$ cat src/rtl/aes_pkg.sv
// aes_pkg: shared types and constants for the iterative AES-128 encryptor.
//   AES_ROUNDS    : number of AES-128 rounds.
//   block_t       : one 128-bit block or key.
//   bytes_t       : the same block viewed as 16 bytes; bytes_t[15] is byte 0.
//   ctrl_state_t  : sequencer states IDLE / ROUND / DONE.
//   FIPS_*        : FIPS-197 reference vectors (appendix B and C.1).
//   Functions     : GF(2^8) arithmetic, S-box, one AES round and one
//                   key-expansion step, used by the behavioural round unit.
//
// Byte order follows FIPS-197: byte 0 is bits [127:120]. The state is
// column-major, so byte (row r, column c) is byte index r + 4*c.
package aes_pkg;

  localparam int AES_ROUNDS = 10;

  typedef logic [127:0]      block_t;
  typedef logic [15:0][7:0]  bytes_t;

  typedef enum logic [1:0] {
    IDLE  = 2'd0,
    ROUND = 2'd1,
    DONE  = 2'd2
  } ctrl_state_t;

  localparam block_t FIPS_C1_PT  = 128'h00112233445566778899aabbccddeeff;
  localparam block_t FIPS_C1_KEY = 128'h000102030405060708090a0b0c0d0e0f;
  localparam block_t FIPS_C1_CT  = 128'h69c4e0d86a7b0430d8cdb78070b4c55a;
  localparam block_t FIPS_B_PT   = 128'h3243f6a8885a308d313198a2e0370734;
  localparam block_t FIPS_B_KEY  = 128'h2b7e151628aed2a6abf7158809cf4f3c;
  localparam block_t FIPS_B_CT   = 128'h3925841d02dc09fbdc118597196a0b32;

  // Index into bytes_t for (row r, column c).
  function automatic logic [3:0] bi(input int r, input int c);
    return 4'(15 - r - 4 * c);
  endfunction

  // Multiply by x modulo the AES polynomial x^8+x^4+x^3+x+1.
  function automatic logic [7:0] xtime(input logic [7:0] b);
    return {b[6:0], 1'b0} ^ (b[7] ? 8'h1b : 8'h00);
  endfunction

  function automatic logic [7:0] gf_mul(input logic [7:0] a, input logic [7:0] b);
    logic [7:0] acc;
    logic [7:0] x;
    logic [7:0] y;
    acc = 8'h00;
    x   = a;
    y   = b;
    for (int i = 0; i < 8; i++) begin
      if (y[0]) acc = acc ^ x;
      x = xtime(x);
      y = y >> 1;
    end
    return acc;
  endfunction

  // S-box computed from its definition: multiplicative inverse (x^254,
  // which maps 0 to 0) followed by the affine transform.
  function automatic logic [7:0] sbox(input logic [7:0] b);
    logic [7:0] p;
    logic [7:0] inv;
    p   = b;
    inv = 8'h01;
    for (int i = 0; i < 7; i++) begin
      p   = gf_mul(p, p);
      inv = gf_mul(inv, p);
    end
    return inv ^ {inv[6:0], inv[7]} ^ {inv[5:0], inv[7:6]} ^
           {inv[4:0], inv[7:5]} ^ {inv[3:0], inv[7:4]} ^ 8'h63;
  endfunction

  // Round constant for key-expansion step rc (0 -> 01, 9 -> 36).
  function automatic logic [7:0] rcon_of(input logic [3:0] rc);
    logic [7:0] r;
    r = 8'h01;
    for (int i = 0; i < 15; i++) begin
      if (i < int'(rc)) r = xtime(r);
    end
    return r;
  endfunction

  // SubBytes followed by ShiftRows.
  function automatic block_t sub_shift(input block_t s);
    bytes_t ib;
    bytes_t ob;
    ib = s;
    ob = '0;
    for (int c = 0; c < 4; c++) begin
      for (int r = 0; r < 4; r++) begin
        ob[bi(r, c)] = sbox(ib[bi(r, (c + r) % 4)]);
      end
    end
    return ob;
  endfunction

  function automatic block_t mix_columns(input block_t s);
    bytes_t ib;
    bytes_t ob;
    logic [7:0] a0, a1, a2, a3;
    ib = s;
    ob = '0;
    for (int c = 0; c < 4; c++) begin
      a0 = ib[bi(0, c)];
      a1 = ib[bi(1, c)];
      a2 = ib[bi(2, c)];
      a3 = ib[bi(3, c)];
      ob[bi(0, c)] = xtime(a0) ^ xtime(a1) ^ a1 ^ a2 ^ a3;
      ob[bi(1, c)] = a0 ^ xtime(a1) ^ xtime(a2) ^ a2 ^ a3;
      ob[bi(2, c)] = a0 ^ a1 ^ xtime(a2) ^ xtime(a3) ^ a3;
      ob[bi(3, c)] = xtime(a0) ^ a0 ^ a1 ^ a2 ^ xtime(a3);
    end
    return ob;
  endfunction

  // One key-expansion step: round key rc -> round key rc+1.
  function automatic block_t key_expand(input block_t k, input logic [3:0] rc);
    logic [31:0] w0, w1, w2, w3, t;
    {w0, w1, w2, w3} = k;
    t  = {sbox(w3[23:16]) ^ rcon_of(rc), sbox(w3[15:8]),
          sbox(w3[7:0]), sbox(w3[31:24])};
    w0 = w0 ^ t;
    w1 = w1 ^ w0;
    w2 = w2 ^ w1;
    w3 = w3 ^ w2;
    return {w0, w1, w2, w3};
  endfunction

  // One full round including AddRoundKey with the already expanded key.
  function automatic block_t aes_round(input block_t s, input block_t rk,
                                       input logic last);
    block_t t;
    t = sub_shift(s);
    if (!last) t = mix_columns(t);
    return t ^ rk;
  endfunction

endpackage

$ cat src/rtl/aes_enc_ctrl.sv
// aes_enc_ctrl: iterative AES-128 encryption sequencer.
// Accepts a plaintext/key pair, applies the initial AddRoundKey, then steps
// an external combinational round unit once per cycle for ROUNDS cycles and
// offers the ciphertext.
//
// Ports:
//   clk, rst                : clock; asynchronous active-high reset
//   in_valid/in_ready       : input handshake, data_in = plaintext, key_in = key
//   out_valid/out_ready     : output handshake, cipher_out = ciphertext
//   rnd_state_o/rnd_key_o   : state and round key to the round unit
//   rnd_rc_o/rnd_final_o    : round index and last-round flag to the round unit
//   rnd_state_i/rnd_key_i   : round result and expanded key from the round unit
//   busy                    : a round sequence is running
//   dbg_state_o             : current FSM state (ctrl_state_t encoding)
//
// Handshakes: a transfer happens on a rising edge where valid && ready.
// in_ready is high only in IDLE (and not before the first edge after reset),
// out_valid only in DONE, so neither depends combinationally on any input and
// the two are never high together. cipher_out is held until the transfer.
module aes_enc_ctrl
  import aes_pkg::*;
#(
  parameter int ROUNDS = AES_ROUNDS,
  parameter int W      = 128
) (
  input  logic         clk,
  input  logic         rst,
  input  logic         in_valid,
  output logic         in_ready,
  input  logic [W-1:0] data_in,
  input  logic [W-1:0] key_in,
  output logic         out_valid,
  input  logic         out_ready,
  output logic [W-1:0] cipher_out,
  output logic [W-1:0] rnd_state_o,
  output logic [W-1:0] rnd_key_o,
  output logic [3:0]   rnd_rc_o,
  output logic         rnd_final_o,
  input  logic [W-1:0] rnd_state_i,
  input  logic [W-1:0] rnd_key_i,
  output logic         busy,
  output logic [1:0]   dbg_state_o
);

  localparam logic [3:0] LAST_RND = 4'(ROUNDS - 1);

  ctrl_state_t  r_state;
  logic [W-1:0] r_data;
  logic [W-1:0] r_key;
  logic [3:0]   r_rnd;
  // Cleared by reset, set on the first edge after release; keeps in_ready
  // low while rst is high without a path from rst to the output.
  logic         r_live;

  ctrl_state_t  w_state_d;
  logic [W-1:0] w_data_d;
  logic [W-1:0] w_key_d;
  logic [3:0]   w_rnd_d;
  logic         w_in_ready;

  assign w_in_ready = (r_state == IDLE) && r_live;

  always_ff @(posedge clk or posedge rst) begin
    if (rst) begin
      r_state <= IDLE;
      r_data  <= '0;
      r_key   <= '0;
      r_rnd   <= '0;
      r_live  <= 1'b0;
    end else begin
      r_state <= w_state_d;
      r_data  <= w_data_d;
      r_key   <= w_key_d;
      r_rnd   <= w_rnd_d;
      r_live  <= 1'b1;
    end
  end

  always_comb begin
    w_state_d = r_state;
    w_data_d  = r_data;
    w_key_d   = r_key;
    w_rnd_d   = r_rnd;
    case (r_state)
      IDLE: begin
        if (in_valid && w_in_ready) begin
          w_data_d  = data_in ^ key_in;
          w_key_d   = key_in;
          w_rnd_d   = 4'd0;
          w_state_d = ROUND;
        end
      end
      ROUND: begin
        w_data_d = rnd_state_i;
        w_key_d  = rnd_key_i;
        // The round index stops at the last round rather than wrapping.
        if (r_rnd == LAST_RND) begin
          w_state_d = DONE;
        end else begin
          w_rnd_d = r_rnd + 4'd1;
        end
      end
      DONE: begin
        if (out_ready) w_state_d = IDLE;
      end
      default: begin
        w_state_d = IDLE;
      end
    endcase
  end

  assign in_ready    = w_in_ready;
  assign out_valid   = (r_state == DONE);
  assign busy        = (r_state == ROUND);
  assign cipher_out  = r_data;
  assign rnd_state_o = r_data;
  assign rnd_key_o   = r_key;
  assign rnd_rc_o    = r_rnd;
  assign rnd_final_o = (r_state == ROUND) && (r_rnd == LAST_RND);
  assign dbg_state_o = r_state;

endmodule

$ cat config.mk
export PLATFORM = sky130hd
export DESIGN_NAME = aes_enc_ctrl
export DESIGN_NICKNAME = d
export VERILOG_FILES = /design/src/rtl/aes_pkg.sv /design/src/rtl/aes_enc_ctrl.sv
export SDC_FILE = /design/constraint.sdc
export NUM_CORES = 1
export LEC_CHECK = 0
export CAP_MARGIN = 20
export CORE_AREA = 2 2 358 360
export DETAILED_ROUTE_END_ITERATION = 16
export DIE_AREA = 0 0 360 362
export PLACE_DENSITY = 0.3
export REMOVE_ABC_BUFFERS = 1
export SYNTH_ARGS = -nofsm -noshare
export SYNTH_HDL_FRONTEND = slang
export SYNTH_SLANG_ARGS = --single-unit
$ cat constraint.sdc
create_clock -name clk -period 8.8 [get_ports clk]
set_input_delay 2.2 -clock clk [delete_from_list [all_inputs] [get_ports clk]]
set_output_delay 2.2 -clock clk [all_outputs]
set_load 0.02 [all_outputs]
Word level (Yosys, flattened, before mapping)

Cells that the tools add are included.

$add $sub $neg: 1
Eq/ne operators: 7
Muxes and demuxes: 11
Bitwise operators: 1
Reductions and logical operators: 8

Operators by type and width:

| kind                | number |
|---|---|
| $pmux 128 s2        | 2 |
| $mux 128            | 2 |
| $xor 128x128->128   | 1 |
| $mux 4              | 2 |
| $pmux 4 s2          | 1 |
| $mux 2              | 3 |
| $ne 2x1->1 const B  | 3 |
| $pmux 2 s3          | 1 |
| $reduce_and 3->1    | 2 |
| $add 4x1->4 const B | 1 |
| $eq 4x4->1 const B  | 1 |
| $logic_and 1x1->1   | 3 |
| $eq 2x1->1 const B  | 1 |
| $eq 2x2->1 const B  | 1 |
| $logic_not 2->1     | 1 |
| $ne 2x2->1 const B  | 1 |
| $reduce_and 2->1    | 1 |
| $reduce_bool 2->1   | 1 |

Register bits: 263
Input port bits: 516
Output and inout port bits: 394
Word-level logic and storage cells: 33

Depth between registers and ports, before layout

Gate-level depths: netlist of the first run.

Depth in word-level cells: 5
Depth in mapped cells: 7
Gate-level depth less buffers: 5

Least setup slack after synthesis of the first run

Ideal clock, no wire load.

Kind: flip-flop to output port
Start point: register r_state[1], in the netlist dbg_state_o[1]
End point: output port rnd_final_o
Arrival time: 1.500 ns
Data required time: 6.600 ns
Setup slack: 5.100 ns
Cell stages (with the launch flop): 5
Buffers on the path: 2
Cells stage by stage: dfrtp_1 > nand2b_1 > buf_4 > buf_2 > nor3_1

Cells in the longest elaborated chain, start to end: 2

RTL lines:

| what                   | RTL line            | source |
|---|---|---|
| start, declared        | aes_enc_ctrl.sv:47  | `ctrl_state_t r_state;` |
| start signal, assigned | aes_enc_ctrl.sv:71  | `r_state <= w_state_d;` |
| $eq 2x1->1             | aes_enc_ctrl.sv:119 | `assign rnd_final_o = (r_state == ROUND) && (r_rnd == LAST_RND);` |
| $logic_and 1x1->1      | aes_enc_ctrl.sv:119 |  |
| end, declared          | aes_enc_ctrl.sv:38  | `output logic rnd_final_o,` |

No other way between the ends.

Worst setup path in the final report of the first run

Start point: register r_state[1], in the netlist dbg_state_o[1]
End point: output port busy

Cells in the longest elaborated chain, start to end: 1

RTL lines:

| what          | RTL line            | source |
|---|---|---|
| $eq 2x1->1    | aes_enc_ctrl.sv:114 | `assign busy = (r_state == ROUND);` |
| end, declared | aes_enc_ctrl.sv:41  | `output logic busy,` |

No other way between the ends.

==> results of run 1 <==
## placed cells by master, fill, tap and decap left out
cell,count
xnor2_1,128
nand4bb_4,1
nor3b_1,1
o21ai_0,29
a21oi_1,1
clkbuf_1,11
clkbuf_16,41
clkinvlp_4,2
nor3_1,1
clkdlybuf4s50_1,909
o21ai_1,101
nand4_1,1
mux2i_1,3
nand2_1,133
o221a_2,128
nand2_8,1
clkbuf_8,5
nand2b_4,1
a21o_1,1
clkinv_4,1
and4bb_4,1
buf_4,7
clkinv_2,8
inv_6,1
inv_8,1
conb_1,1
diode_2,2
buf_12,4
nor2b_1,1
inv_1,131
a22oi_1,128
nand4b_1,1
dfrtp_1,263
ha_1,2
## kinds of logic (layout without fill, tap and decap cells)
logic type / Yosys count / count (layout) / share of synthesized area, %
AOI/OAI and AO/OA: 388 / 388 / 22.68
buffers and inverters: 347 / 1121 / 15.57
DFF: 263 / 263 / 48.69
and+or+nand+nor: 142 / 142 / 4.332
xor gates and xnor gates: 128 / 128 / 8.294
muxes: 3 / 3 / 0.2222
adders and majority gates: 2 / 2 / 0.1851
other: 1 / 3 / 0.02774
## final timing paths
check | cells past startpoint | startpoint | end
worst max-delay path | 3 | dbg_state_o[1] | busy
worst min-delay path | 2 | rnd_key_o[17] | rnd_key_o[17]
worst max register to register | 4 | dbg_state_o[1] | cipher_out[47]
worst min register to register | 2 | rnd_key_o[17] | rnd_key_o[17]
max in group asynchronous | 3 | rst | cipher_out[91]
min in group asynchronous | 2 | rst | rnd_key_o[28]
## critical path, cell delays in order, from the launching register on
cell and delay (ps):
dfrtp_1 430, nand2b_4 360, inv_6 530, clkdlybuf4s50_1 720
## sequential cells by signal, indices dropped and copies added (netlist names)
name	count
rnd_rc_o	4
dbg_state_o	2
cipher_out	128
r_live	1
rnd_key_o	128
## power breakdown
part           switching, W  internal, W
combinational       0.00281      0.00234
sequential         0.000572      0.00183
clock              0.000647     0.000892
## cell usage after synthesis, drive strengths merged, types with 2 or more instances
master / n / share of area (%)
dfrtp: 263 / 49
buf: 205 / 12
nand2: 134 / 3.7
inv: 133 / 3.7
o21ai: 130 / 4.8
a22oi: 128 / 7.1
o221a: 128 / 11
xnor2: 128 / 8.3
clkbuf: 9 / 0.25
mux2i: 3 / 0.22
ha: 2 / 0.19
## stage by stage
stage	hold slack (ps)	util (%)	cells
4_1_cts	525.5	19.31	3710
5_1_grt	536.8	19.31	3711
2_1_floorplan	597.6	-	1060
6_report	520.4	19.31	3712
3_5_place_dp	513.2	18.36	3642
3_3_place_gp	504.0	18.36	3642
## per-layer routing
layer / vias to the layer above / share of wire, % / track usage [%]
li1: 5836 / - / -
met1: 6257 / 39 / 13.25
met2: 520 / 51 / 20.83
met3: 94 / 7.1 / 3.503
met4: 16 / 2.5 / 3.609
met5: - / 0.13 / 0
## cell type report
type	count	area, um2
Inverter	133	511.7
Sequential cell	263	6581
Multi-Input combinational cell	664	4856
Clock inverter	11	63.81
Clock buffer	57	1136
Fill cell	13970	102200
Timing Repair Buffer	920	9231
Antenna cell	2	5.005
Tap cell	1662	2079
==> qor.yml, run 1 <==
status:
  outcome: "completed"
worst_hold_path:
  hold_path_class: "reg -> reg"
sta:
  max-slew-margin-rel_pct: 22.36
  fin_skew_ps: 10.75
  tns_ps: 0
  slew_violations: 0
  rsz0062_at_grt: "no"
  tightest_slew_ps: 1165
  fin_ws_ps: 3958
  fin_crit_sh_pct: 55.03
  setup_violations: 0
  hold_viol: 0
  period_needed_ps: 4842
  fmax_mhz: 206.5
place:
  dp_slack_ps: 3869
  place_congestion: 0.8333
  numPortBuffers: 909
  post_dp_cell_area_mm2: 0.02326
  hpwl_mm: 59.59
power:
  p_total_w: 0.009087
  cellLeakagePower_nw: 9.256
  p_per_area_mw_per_mm2: 371.4
  vdd_drop_max_mv: 0.1344
setup_path:
  ff2ff_setup_slack_ps: 5770
  cp-start-kind: "register"
  crit_arrival_ps: 2640
  worstPathRequired_ps: 6600
  worstPathMaxFanout: 40
  path_class: "reg -> out"
  crit_path_end_kind: "output port"
clock_tree:
  cts-root-buf: "clkbuf_16"
  clkTransAtPathRegs_ps: 50
  tritoncts: "done"
  ctsResizeCount: 0
  clk_path_buf_depth: 3
  post-cts-setup-buffer-count: 0
  hold_buffers: 0
  cts_sinks: 263
  h-tree-depth: 2
  cts_buffers: 40
  clk_latency_ps: 570
synthesis:
  ys_seq_elements: 263
  ys_warn_count: 0
  synthCells: 1274
  avgSynthCellArea_um2: 10.61
  synth_edf_count: 0
  synth_area_mm2: 0.01352
  yosysSeqAreaShare_pct: 48.69
  yosysUniqueCellTypes: 29
  synth_flop_cell: "dfrtp_1"
  ys_async_sr_fraction_pct: 100.0
global_route:
  grt_max_degree: 150
  grt_overflow_total: 0
  grtUsageTotal_pct: 11.66
  antenna_found_initial: 11
  grt_first_pass_wirelength_mm: 108.6
  grt_pass1_vias: 13710
drt:
  post_drt_wl_per_cell_um: 21.33
  drtAntennaViolNets: 0
  first_pass_iters: 4
  routed_wl_mm: 79.17
  dr_total_vias: 12720
  drt_iter0_drc: 655
  drc: 0
  vias_per_cell: 3.428
floorplan:
  io_pins: 910
  core-area_mm2: 0.1267
  die_area_mm2: 0.1303
  rows: 131
  dieWidth_um: 360
  die_h_um: 362
  start_util_pct: 10.67
final_layout:
  syn2layout_area_growth_pct: 81.00
  fin_area_mm2: 0.02446
  layout.nets: 2540
  drive_above_1_share_pct: 9.863
flow_run:
  cap_violations: 0
(Power assumes the default switching activity.)
==> run 2: changes to the inputs <==
- clock period: 8.8 -> 3.9 ns (I/O delays scaled with it)
==> run 2 against run 1 <==
  * Critical path type unchanged
  * Clock-buffer cell count rose by 3
  * Design area rose by 0.97%
  * Non-clock buffer count rose by 14
==> qor.yml, run 2 (same netlist as run 1, synthesis figures left out) <==
setup_path:
  crit_chain: "ha_1, nand2_1, nor3_1, clkdlybuf4s50_1"
  crit_path_end_kind: "output port"
  reg2regPathDepth: 4  # unchanged
  path_class: "reg -> out"
  worstPathMaxFanout: 6  # -85%
  endpoint: "rnd_final_o"
  crit_arrival_ps: 2270  # -370 ps
  cp-start-kind: "register"
  cp-startpoint: "rnd_rc_o[0]"
  ff2ff_setup_slack_ps: 1160  # -4610 ps
  critical-path-max-stage-delay_ps: 710  # about the same
  worstPathRequired_ps: 2920  # -3680 ps
  crit_path_top_delay_cell: "clkdlybuf4s50_1"
  timing.rr.start: "dbg_state_o[1]"
  worstReg2RegEnd: "cipher_out[21]"
final_layout:
  final_common_cell: "clkdlybuf4s50_1"
  layout.nets: 2554  # +0.55%
  final_cell_mix: "clkdlybuf4s50_1 (909), dfrtp_1 (263), nand2_1 (133), inv_1 (131)"
  drive_above_1_share_pct: 10.74  # +0.88 points
  syn2layout_area_growth_pct: 82.75
  fin_area_mm2: 0.02470  # +0.97%
floorplan:
  dieWidth_um: 360  # unchanged
  io_pins: 910  # unchanged
  start_util_pct: 10.67  # unchanged
  die_h_um: 362  # unchanged
  die_area_mm2: 0.1303  # unchanged
  core-area_mm2: 0.1267  # unchanged
  rows: 131  # unchanged
sta:
  slew_violations: 0  # unchanged
  rsz0062_at_grt: "no"
  tightest_slew_ps: 1113  # -51.55 ps
  fmax_mhz: 307.9
  max-slew-margin-rel_pct: 25.80  # +3.4 points
  hold_viol: 0  # unchanged
  setup_violations: 0  # unchanged
  fin_crit_sh_pct: 83.27
  fin_skew_ps: 7.249  # -3.496 ps
  period_needed_ps: 3248
  fin_ws_ps: 652.3  # -3305 ps
place:
  dp_slack_ps: 757.2  # -3112 ps
  place_congestion: 0.7999  # -4.0%
  post_dp_cell_area_mm2: 0.02340  # +0.61%
  numPortBuffers: 909  # unchanged
  hpwl_mm: 59.75  # +0.26%
clock_tree:
  tritoncts: "done"
  ctsResizeCount: 0  # unchanged
  h-tree-depth: 2  # unchanged
  clk_latency_ps: 580  # about the same
  cts_sinks: 263  # unchanged
  post-cts-setup-buffer-count: 0  # unchanged
  hold_buffers: 0  # unchanged
  cts-root-buf: "clkbuf_16"
  clkTransAtPathRegs_ps: 60  # about the same
  cts_buffers: 40  # unchanged
  clk_path_buf_depth: 3  # unchanged
global_route:
  antenna_found_initial: 9  # -2
  grt_pass1_vias: 13780  # +0.49%
  grt_overflow_total: 0  # unchanged
  grt_max_degree: 183  # +22%
  grtUsageTotal_pct: 11.51  # -0.15 points
  grt_first_pass_wirelength_mm: 107.3  # -1.3%
power:
  cellLeakagePower_nw: 9.380  # +1.3%
  combPwrFrac_pct: 56.3  # -0.3 points
  p_per_area_mw_per_mm2: 840.1  # +130%
  clkPwrFrac_pct: 17.7  # +0.8 points
  p_seq_share_pct: 26.1  # -0.3 points
  p_sw_w: 0.009143  # +130%
  vdd_drop_max_mv: 0.6058  # +350%
  internal_power_w: 0.01161  # +130%
  switching_share_pct: 44.06  # -0.26 points
drt:
  drc: 0  # unchanged
  vias_per_cell: 3.410  # -0.50%
  post_drt_wl_per_cell_um: 21.06  # -1.3%
  routed_wl_mm: 78.60  # -0.72%
  first_pass_iters: 4  # unchanged
  drt_iter0_drc: 583  # -11%
  drtAntennaViolNets: 0  # unchanged
  dr_total_vias: 12730  # +0.031%
status:
  outcome: "completed"
worst_hold_path:
  hold_path_class: "reg -> reg"
flow_run:
  cap_violations: 0  # unchanged
## run 2: cell types whose count changed in the layout (fill, tap and decap cells not counted), sizes merged
cell,previous run,this run
clkinv,9,7
clkinvlp,2,3
buf,11,25
inv,133,135
bufinv,0,1
clkbuf,57,60
diode,2,3
## run 2: worst min path at each step
| stage | start | endpoint | slack [ps] | depth (start not counted) |
|---|---|---|---|---|
| 2_1_floorplan | r_live | dbg_state_o[0] | 600 | 2 |
| 3_3_place_gp | rnd_key_o[113] | rnd_key_o[113] | 510 | 2 |
| 3_5_place_dp | rnd_key_o[62] | rnd_key_o[62] | 510 | 2 |
| 4_1_cts | rnd_key_o[54] | rnd_key_o[54] | 520 | 2 |
| 5_1_grt | rnd_key_o[98] | rnd_key_o[98] | 540 | 2 |
| 6_report | rnd_key_o[24] | rnd_key_o[24] | 520 | 2 |
## run 2: power groups by stage
stage               logic [W]  registers (W)  clock network, W
finish                 0.0117        0.00541           0.00366
global route           0.0124        0.00562           0.00397
CTS                    0.0120        0.00547           0.00387
detailed placement     0.0119        0.00546                 0
global placement       0.0120        0.00545                 0
floorplan             0.00290        0.00761                 0
## run 2: through the flow
stage	hold slack, ps	power (W)	TNS, ps	instances	util [%]
6_report	519.7	0.02075	0	3732	19.50
5_1_grt	542.2	0.02197	0	3731	19.49
4_1_cts	524.6	0.02129	0	3729	19.49
3_5_place_dp	512.9	0.01739	0	3656	18.47
3_3_place_gp	511.8	0.01744	0	3656	18.47
2_1_floorplan	597.6	0.01051	-1864830	1060	-
## run 2: critical path, delay by kind of cell (launching register included)
| kind | cells | cell delay [ps] |
|---|---|---|
| buf+inv | 1 | 710 |
| simple gates | 2 | 320 |
| fa+ha+maj | 1 | 200 |
| flops | 1 | 470 |
## run 2: layout make-up
type	count	area [um2]
Fill cell	13900	102000
Timing Repair Buffer	934	9374
Sequential cell	263	6581
Multi-Input combinational cell	664	4856
Tap cell	1662	2079
Clock buffer	60	1187
Inverter	133	511.7
Clock inverter	13	105.1
Antenna cell	3	7.507
## run 2: metal layers
metal  global-route usage, %  vias to the layer above  share of wire, %
met5                       0                        -             0.064
met4                   3.024                        8               2.1
met3                   3.316                       76               6.7
met2                   21.03                      525                52
met1                   13.00                     6267                39
li1                        -                     5851                 -
